$ cat config.mk
export PLATFORM = sky130hd
export DESIGN_NAME = uart_echo_tester
export DESIGN_NICKNAME = d
export VERILOG_FILES = /design/src/rtl/uart_echo_pkg.sv /design/src/rtl/uart_echo_tester_pattern_gen.sv /design/src/rtl/uart_echo_tester.sv
export SDC_FILE = /design/constraint.sdc
export NUM_CORES = 1
export LEC_CHECK = 0
export BUFFER_PORTS_ARGS = -buffer_cell sky130_fd_sc_hd__buf_2
export CAP_MARGIN = 5
export CORE_MARGIN = 4
export CORE_UTILIZATION = 35
export DETAILED_ROUTE_END_ITERATION = 8
export PLACE_DENSITY_LB_ADDON = 0.08
export RECOVER_POWER = 25
export SYNTH_ARGS = -nofsm -noshare
export SYNTH_HDL_FRONTEND = slang
export SYNTH_SLANG_ARGS = --single-unit
$ cat constraint.sdc
create_clock -name sysclk -period 4.6 [get_ports sysclk]
set_clock_uncertainty 0.1 [all_clocks]
set_input_delay 0.69 -clock sysclk [delete_from_list [all_inputs] [get_ports sysclk]]
set_output_delay 0.69 -clock sysclk [all_outputs]
set_load 0.005 [all_outputs]
$ cat src/rtl/uart_echo_pkg.sv
// Shared definitions for the UART echo tester: FSM encoding, pattern LFSR
// polynomial and seeds, error-counter width and small helpers.
package uart_echo_pkg;

  localparam logic [2:0] ST_IDLE      = 3'd0;
  localparam logic [2:0] ST_SEND      = 3'd1;
  localparam logic [2:0] ST_WAIT_ECHO = 3'd2;
  localparam logic [2:0] ST_CHECK     = 3'd3;
  localparam logic [2:0] ST_DONE      = 3'd4;

  localparam int ERR_W = 16;

  // x^8+x^6+x^5+x^4+1: taps on bits 7,5,4,3, shifted in at bit 0.
  localparam logic [7:0] LFSR_TAPS = 8'hB8;
  localparam logic [7:0] LFSR_SEED = 8'h01;
  localparam logic [7:0] INC_SEED  = 8'h00;

  function automatic logic [7:0] lfsr_next(input logic [7:0] cur);
    return {cur[6:0], ^(cur & LFSR_TAPS)};
  endfunction

  function automatic logic [ERR_W-1:0] sat_inc(input logic [ERR_W-1:0] v);
    return (&v) ? v : v + 1'b1;
  endfunction

endpackage

$ cat src/rtl/uart_echo_tester_pattern_gen.sv
// Test-pattern source: incrementing bytes, or an 8-bit Fibonacci LFSR when
// UART_ECHO_TESTER_LFSR_EN is defined.
module uart_pattern_gen
  import uart_echo_pkg::*;
#(
  parameter int WIDTH = 8
) (
  input  logic             clk,
  input  logic             rst,
  input  logic             load,
  input  logic             advance,
  output logic [WIDTH-1:0] data
);

`ifdef UART_ECHO_TESTER_LFSR_EN
  localparam logic [7:0] SEED = LFSR_SEED;
`else
  localparam logic [7:0] SEED = INC_SEED;
`endif

  logic [7:0] pat;
  logic [7:0] pat_next;

`ifdef UART_ECHO_TESTER_LFSR_EN
  assign pat_next = lfsr_next(pat);
`else
  assign pat_next = pat + 8'd1;
`endif

  always_ff @(posedge clk) begin
    if (rst || load) begin
      pat <= SEED;
    end else if (advance) begin
      pat <= pat_next;
    end
  end

  // The pattern itself is 8 bits; adapt to the byte-interface width.
  generate
    if (WIDTH > 8) begin : g_wide
      assign data = {{(WIDTH-8){1'b0}}, pat};
    end else if (WIDTH == 8) begin : g_exact
      assign data = pat;
    end else begin : g_narrow
      assign data = pat[WIDTH-1:0];
    end
  endgenerate

endmodule

$ cat src/rtl/uart_echo_tester.sv
// UART loopback tester: sends NUM_BYTES pattern bytes, checks each echo,
// counts mismatches and timeouts. Pattern type set by UART_ECHO_TESTER_LFSR_EN.
module uart_echo_tester
  import uart_echo_pkg::*;
#(
  parameter int DATA_BITS      = 8,
  parameter int NUM_BYTES      = 16,
  parameter int TIMEOUT_CYCLES = 20000
) (
  input  logic                 sysclk,
  input  logic                 rst_in,
  input  logic                 start_in,
  output logic [DATA_BITS-1:0] tx_data_out,
  output logic                 tx_valid_out,
  input  logic                 tx_ready_in,
  input  logic [DATA_BITS-1:0] rx_data_in,
  input  logic                 rx_data_rdy_in,
  output logic                 busy_out,
  output logic                 done_out,
  output logic                 pass_out,
  output logic [ERR_W-1:0]     err_count_out,
  output logic [2:0]           dbg_state
);

  localparam int             TO_W      = $clog2(TIMEOUT_CYCLES + 1);
  localparam logic [TO_W-1:0] TO_LAST  = TO_W'(TIMEOUT_CYCLES - 1);
  localparam logic [15:0]    BYTE_LAST = 16'(NUM_BYTES - 1);

  logic [2:0]           state;
  logic [15:0]          byte_cnt;
  logic [TO_W-1:0]      to_cnt;
  logic [DATA_BITS-1:0] echo;
  logic [DATA_BITS-1:0] pattern;
  logic                 timed_out;
  logic                 load;
  logic                 advance;

  assign load    = start_in && ((state == ST_IDLE) || (state == ST_DONE));
  assign advance = (state == ST_CHECK);

  uart_pattern_gen #(.WIDTH(DATA_BITS)) u_pattern (
    .clk     (sysclk),
    .rst     (rst_in),
    .load    (load),
    .advance (advance),
    .data    (pattern)
  );

  // TX handshake: a byte moves on a rising edge where tx_valid_out and
  // tx_ready_in are both high; while valid is high and ready low the byte
  // is held unchanged and valid never drops before the transfer.
  always_ff @(posedge sysclk) begin
    if (rst_in) begin
      state         <= ST_IDLE;
      byte_cnt      <= '0;
      to_cnt        <= '0;
      echo          <= '0;
      timed_out     <= 1'b0;
      err_count_out <= '0;
    end else begin
      case (state)
        ST_IDLE, ST_DONE: begin
          if (start_in) begin
            state         <= ST_SEND;
            byte_cnt      <= '0;
            to_cnt        <= '0;
            timed_out     <= 1'b0;
            err_count_out <= '0;
          end
        end
        ST_SEND: begin
          if (tx_ready_in) begin
            state     <= ST_WAIT_ECHO;
            to_cnt    <= '0;
            timed_out <= 1'b0;
          end
        end
        ST_WAIT_ECHO: begin
          if (rx_data_rdy_in) begin
            echo  <= rx_data_in;
            state <= ST_CHECK;
          end else if (to_cnt == TO_LAST) begin
            // Timeout is charged here; CHECK then skips the compare.
            timed_out     <= 1'b1;
            err_count_out <= sat_inc(err_count_out);
            state         <= ST_CHECK;
          end else begin
            to_cnt <= to_cnt + 1'b1;
          end
        end
        ST_CHECK: begin
          if (!timed_out && (echo != pattern)) begin
            err_count_out <= sat_inc(err_count_out);
          end
          byte_cnt <= byte_cnt + 16'd1;
          state    <= (byte_cnt == BYTE_LAST) ? ST_DONE : ST_SEND;
        end
        default: state <= ST_IDLE;
      endcase
    end
  end

  assign tx_valid_out = (state == ST_SEND);
  assign tx_data_out  = tx_valid_out ? pattern : '0;
  assign busy_out     = (state == ST_SEND) || (state == ST_WAIT_ECHO) || (state == ST_CHECK);
  assign done_out     = (state == ST_DONE);
  assign pass_out     = done_out && (err_count_out == '0);
  assign dbg_state    = state;

endmodule

After elaboration in Yosys (flattened, before gate mapping) --
Index checks and enable logic that the tools add are counted. Widths: inputs -> output; s select.
Storage, ports and cells: register bits after elaboration 67, output and inout port bits 31, logic and storage cells 70
Cells by class: add/sub/neg operators 4, eq/ne operators 14, muxes and demuxes 24, reduce and logical (&&, ||, !) cells 21
Operators with widths (count):
- $mux 16 | 5
- $mux 15 | 4
- $pmux 16 s3 | 1
- $pmux 15 s3 | 1
- $add 16x1->16 const B | 2
- $pmux 16 s2 | 1
- $eq 16x4->1 const B | 1
- $logic_not 16->1 | 1
- $reduce_and 16->1 | 1
- $add 15x1->15 const B | 1
- $eq 15x15->1 const B | 1
- $mux 3 | 5
- $reduce_and 5->1 | 3
- $pmux 3 s4 | 1
- $add 8x1->8 const B | 1
- $mux 8 | 1
- $ne 2x2->1 const B | 4
- $ne 8x8->1 | 1
- $eq 3x2->1 const B | 2
- $reduce_bool 3->1 | 2
- $logic_or 1x1->1 | 4
- $mux 1 | 4
- $ne 2x1->1 const B | 2
- $reduce_and 2->1 | 2
- other kinds (10) | 12

Logic depth before layout (Yosys ltp) --
word-level depth 5, depth in mapped cells 9, mapped depth without buffers 7

By module --
A second synthesis with hierarchy kept.
Second synthesis, totals: cells, all modules 439, area, all modules 3502.1 µm²
Modules (own cells, without submodules):
- uart_echo_tester | instances 1, cells an instance 401, area each 3156.8 µm², seq. area each 1181.1 µm²
- uart_pattern_gen | instances 1, cells an instance 38, area each 345.3 µm², seq. area each 160.2 µm²

Worst setup path before layout --
No wires, ideal clock.
kind input port to flip-flop, start in rx_data_rdy_in, end reg err_count_out[6], data arrival time 1.878 ns, data required time 4.383 ns, path slack 2.505 ns, stages on the path 7, path buffers 1, cell sequence mux2i_1 nand2_1 a22o_1 nor3b_4 buf_6 nand2_1 a32o_1
Between the ends: cells in the longest elaborated chain, start to end 2
Ends and longest elaborated chain:
- from (decl) | line uart_echo_tester.sv:17 | input logic rx_data_rdy_in,
- $ne 2x2->1 (no source line)
- $reduce_and 5->1 (no source line)
- to (signal assigned) | line uart_echo_tester.sv:85 | err_count_out <= sat_inc(err_count_out);
- to (signal assigned) | line uart_echo_tester.sv:93 | err_count_out <= sat_inc(err_count_out);
- to (decl) | line uart_echo_tester.sv:21 | output logic [ERR_W-1:0] err_count_out,
Every way passes these cells. A chain may end at the register's enable or synchronous reset.

Worst setup path in the final report --
start reg state[0], in the netlist dbg_state[0], end reg err_count_out[11]
Between the ends: cells in the longest elaborated chain, start to end 4, elaborated cells between the ends (all ways) 12, those cells by class 7 x eq/ne; 1 x mux; 4 x reduce/logical
Ends and longest elaborated chain:
- from (decl) | line uart_echo_tester.sv:29 | logic [2:0] state;
- from (signal assigned) | line uart_echo_tester.sv:96 | state <= (byte_cnt == BYTE_LAST) ? ST_DONE : ST_SEND;
- $eq 3x3->1 / $logic_not 3->1 (equally long branches) | line uart_echo_tester.sv:61 | case (state)
- $reduce_or 2->1 | line uart_echo_tester.sv:61
- $ne 2x2->1 (no source line) / $reduce_bool 3->1 (equally long branches)
- $reduce_and 5->1 (no source line)
Parallel ways exist; a longest one is shown, timed or not.

==> flow_metrics.py <==
metrics = {
    "run_status": {
        "run_status": "finished, final reports clean",
    },
    "sta": {
        "slew_viol_final": 0,
        "relSlewSlack_pct": 29.6,
        "final.min_clock_period_ns": 2.87,
        "finalSetupViolCount": 0,
        "fin_tns_setup_ns": 0,
        "tightest_slew_ns": 1.06,
        "fin_crit_sh_pct": 62.3,
        "fmax_mhz": 349,
        "rsz0062_at_grt": "no",
        "hold_viol_final": 0,
    },
    "final_layout": {
        "syn_to_final_growth_pct": 13.6,
        "stdcell_count": 596,
        "register_area_um2": 1340,
        "multiInputGateArea_um2": 2020,
        "fillers": 1051,
        "final_util_pct": 40.7,
        "nets": 476,
        "final_layout_size_suffix_gt1_share_pct": 14.3,
        "n_antenna_cell": 0,
    },
    "yosys": {
        "yosysWarnings": 0,
        "synth_xor_area_share_pct": 6.02,
        "postSynthAreaPerCell_um2": 8.25,
        "syn_nets": 441,
        "synth-compound-area-share_pct": 12.3,
        "ys_ff_latch": 67,
        "synth-main-ff-cell": "dfxtp_1",
        "synth_top_family_by_area": "simple AND/OR/NAND/NOR gates",
        "synth-simple-area-share_pct": 32.8,
        "postSynth.asyncResetShare_pct": 0,
        "yosysUniqueCellTypes": 49,
        "yosysSeqAreaShare_pct": 38.4,
        "synthAdderAreaFrac_pct": 1.79,
        "netlist_instances": 423,
        "synthMuxAreaShare_pct": 4.80,
        "synth_edf_count": 0,
        "synth_area_um2": 3490,
    },
    "clock_tree": {
        "numCtsBuffers": 9,
        "cts_hold_buf": 0,
        "clk_latency_ns": 0.36,
        "clkTransAtPathRegs_ns": 0.08,
        "cts_setup_buffers": 0,
        "cts_root_buf": "clkbuf_8",
        "clk_path_buf_depth": 2,
        "clock-sinks": 67,
        "cts_max_level": 3,
        "ctsResizeCount": 0,
        "cts_tree": "built",
    },
    "setup_path": {
        "arrival_ns": 3.06,
        "critPathBufInv": 0,
        "r2r-start": "dbg_state[0]$_SDFFE_PP0P_",
        "cp.depth": 6,
        "r2r_cells": 6,
        "critPathLaunchType": "flop",
        "setup.worst_path.end_class": "flop",
        "required_ns": 4.79,
        "crit_type": "flop to flop",
        "path_delay_family": "simple AND/OR/NAND/NOR gates",
        "slowest_stage": "nor3b_4",
        "crit_fanout": 18,
        "r2r-end": "err_count_out[11]$_SDFFE_PP0P_",
        "reg2reg_setup_slack_ns": 1.73,
        "slowest_delay_ns": 0.58,
        "cp_cell_sequence": "nor2_1 -> nand2_1 -> a22o_1 -> nor3b_4 -> and2_1 -> a32o_1",
    },
    "power_and_ir_drop": {
        "power_leakage_uw": 0.00136,
        "peakVddDrop_mv": 0.177,
        "cellPowerDensity_nw_per_um2": 307,
    },
    "die": {
        "die_y_um": 108,
        "fp-row-count": 36,
        "die_w_um": 108,
        "die_area_um2": 11600,
        "core_area_um2": 9730,
        "start_util_pct": 35.9,
        "ioPinCount": 44,
    },
    "routing": {
        "vias_per_cell": 5.16,
        "postRouteAntennaNets": 0,
        "vias": 3076,
        "dr.pass1.iters": 4,
        "drt_iter0_drc": 140,
        "routedWlPerCell_um": 14.3,
        "totalWireLength_mm": 8.53,
        "drc": 0,
    },
    "placed_design": {
        "dp_hpwl_mm": 5.95,
        "gp_congestion": 0.803,
        "dp_cells": 580,
        "portBuffers": 43,
    },
    "job": {
        "max-cap-violations": 0,
    },
    "hold_path": {
        "hp-class": "flop to flop",
        "min-delay-start": "timed_out$_SDFFE_PP0P_",
        "hold_path_end": "timed_out$_SDFFE_PP0P_",
        "whs_path_depth": 2,
    },
    "grt": {
        "antenna_found_initial": 0,
        "grt_pass1_vias": 2926,
        "grt_max_degree": 47,
        "grtUsageTotal_pct": 15.4,
        "grt_pass1_wl_mm": 14.3,
        "gr-total-overflow": 0,
    },
}
flip-flops by register name, summed over array words and instances, names as in the netlist:
signal	flops
byte_cnt	16
err_count_out	16
to_cnt	15
echo	8
u_pattern.data	8
dbg_state	3
timed_out	1
synth_stat cells, types with 2 or more instances:
| cell | count | area (um2) |
|---|---|---|
| buf_2 | 7 | 35.0 |
| nand3b_1 | 3 | 22.5 |
| o211ai_1 | 2 | 15.0 |
| mux2_2 | 6 | 67.6 |
| nand2_1 | 44 | 165 |
| o21ai_0 | 13 | 65.1 |
| or3_1 | 6 | 37.5 |
| a21oi_1 | 19 | 95.1 |
| nand3_1 | 20 | 100 |
| dfxtp_1 | 67 | 1340 |
| xnor2_1 | 18 | 158 |
| nor3_1 | 21 | 105 |
| and3_1 | 7 | 43.8 |
| a32o_1 | 11 | 110 |
| o21a_1 | 2 | 15.0 |
| mux2i_1 | 10 | 100 |
| a31oi_1 | 3 | 18.8 |
| and2_1 | 15 | 93.8 |
| clkbuf_1 | 10 | 37.5 |
| and4_1 | 2 | 17.5 |
| nand2b_1 | 3 | 18.8 |
| inv_1 | 6 | 22.5 |
| nor4_1 | 10 | 62.6 |
| a211oi_1 | 3 | 22.5 |
| nor3b_1 | 4 | 30.0 |
| nor2_1 | 59 | 221 |
| ha_1 | 5 | 62.6 |
| a22oi_1 | 3 | 22.5 |
| or2_2 | 4 | 25.0 |
| buf_6 | 3 | 33.8 |
| nand4_1 | 14 | 87.6 |
| xor2_1 | 6 | 52.6 |
routing by layer:
metal,global-route usage [%],share of wire (%),vias up,wire length [um]
met3,3.96,4.6,9,391
met4,4.87,1.4,0,116
li1,-,-,1585,-
met5,0,0,-,0
met1,20.3,50,1428,4240
met2,24.5,44,54,3780
worst min-delay path, delay by kind of cell, from the launching register on:
family	cells	cell delay [ns]
flip-flops	1	0.33
AND/OR/NAND/NOR	2	0.12
final cells by class:
type	count	share of cell area (%)
Multi-Input combinational cell	329	50.9
Sequential cell	67	33.8
Timing Repair Buffer	45	5.46
Tap cell	133	4.20
Clock buffer	9	3.13
Clock inverter	7	1.93
Inverter	6	0.568
cell usage in the layout, fill, tap and decap left out, drive strengths merged, types with 4 or more instances in the layout:
master,instances
nor4,11
or3,6
and3,7
nor3b,5
ha,5
a21oi,19
xnor2,18
and2,15
nand3,20
clkbuf,19
or2,4
buf,35
o21ai,13
nor2,59
nor3,21
a32o,11
nand2,44
mux2,6
dfxtp,67
mux2i,10
nand4,15
inv,8
xor2,6
cell families after synthesis:
kind of cell / after synthesis
AOI/OAI and AO/OA: 63
adders and majority gates: 5
buffers and inverters: 27
muxes: 16
and+or+nand+nor: 221
xor gates and xnor gates: 24
DFF: 67
stage by stage:
| step | area (um2) | hold slack, ns | setup slack [ns] | power, uW |
|---|---|---|---|---|
| 2_1_floorplan | 3490 | 0.340 | 2.50 | 689 |
| 3_3_place_gp | 3780 | 0.367 | 1.69 | 719 |
| 3_5_place_dp | 3780 | 0.366 | 1.68 | 719 |
| 4_1_cts | 3980 | 0.385 | 1.69 | 1230 |
| 5_1_grt | 3960 | 0.403 | 1.50 | 1270 |
| 6_report | 3960 | 0.380 | 1.73 | 1220 |
power breakdown:
group | internal (uW) | switching [uW] | leakage (uW)
Clock | 254 | 258 | 0.0000962
Sequential | 584 | 8.62 | 0.000540
Combinational | 35.3 | 75.1 | 0.000727
Total | 873 | 342 | 0.00136
worst max path at each step:
stage	start	end	slack (ns)
3_5_place_dp	start_in	err_count_out[3]$_SDFFE_PP0P_	1.68
5_1_grt	dbg_state[0]$_SDFFE_PP0P_	err_count_out[11]$_SDFFE_PP0P_	1.50
3_3_place_gp	start_in	err_count_out[14]$_SDFFE_PP0P_	1.69
6_report	dbg_state[0]$_SDFFE_PP0P_	err_count_out[11]$_SDFFE_PP0P_	1.73
2_1_floorplan	rx_data_rdy_in	err_count_out[6]$_SDFFE_PP0P_	2.50
4_1_cts	dbg_state[0]$_SDFFE_PP0P_	err_count_out[11]$_SDFFE_PP0P_	1.69
Note: power is estimated with default switching activity, not from simulation.
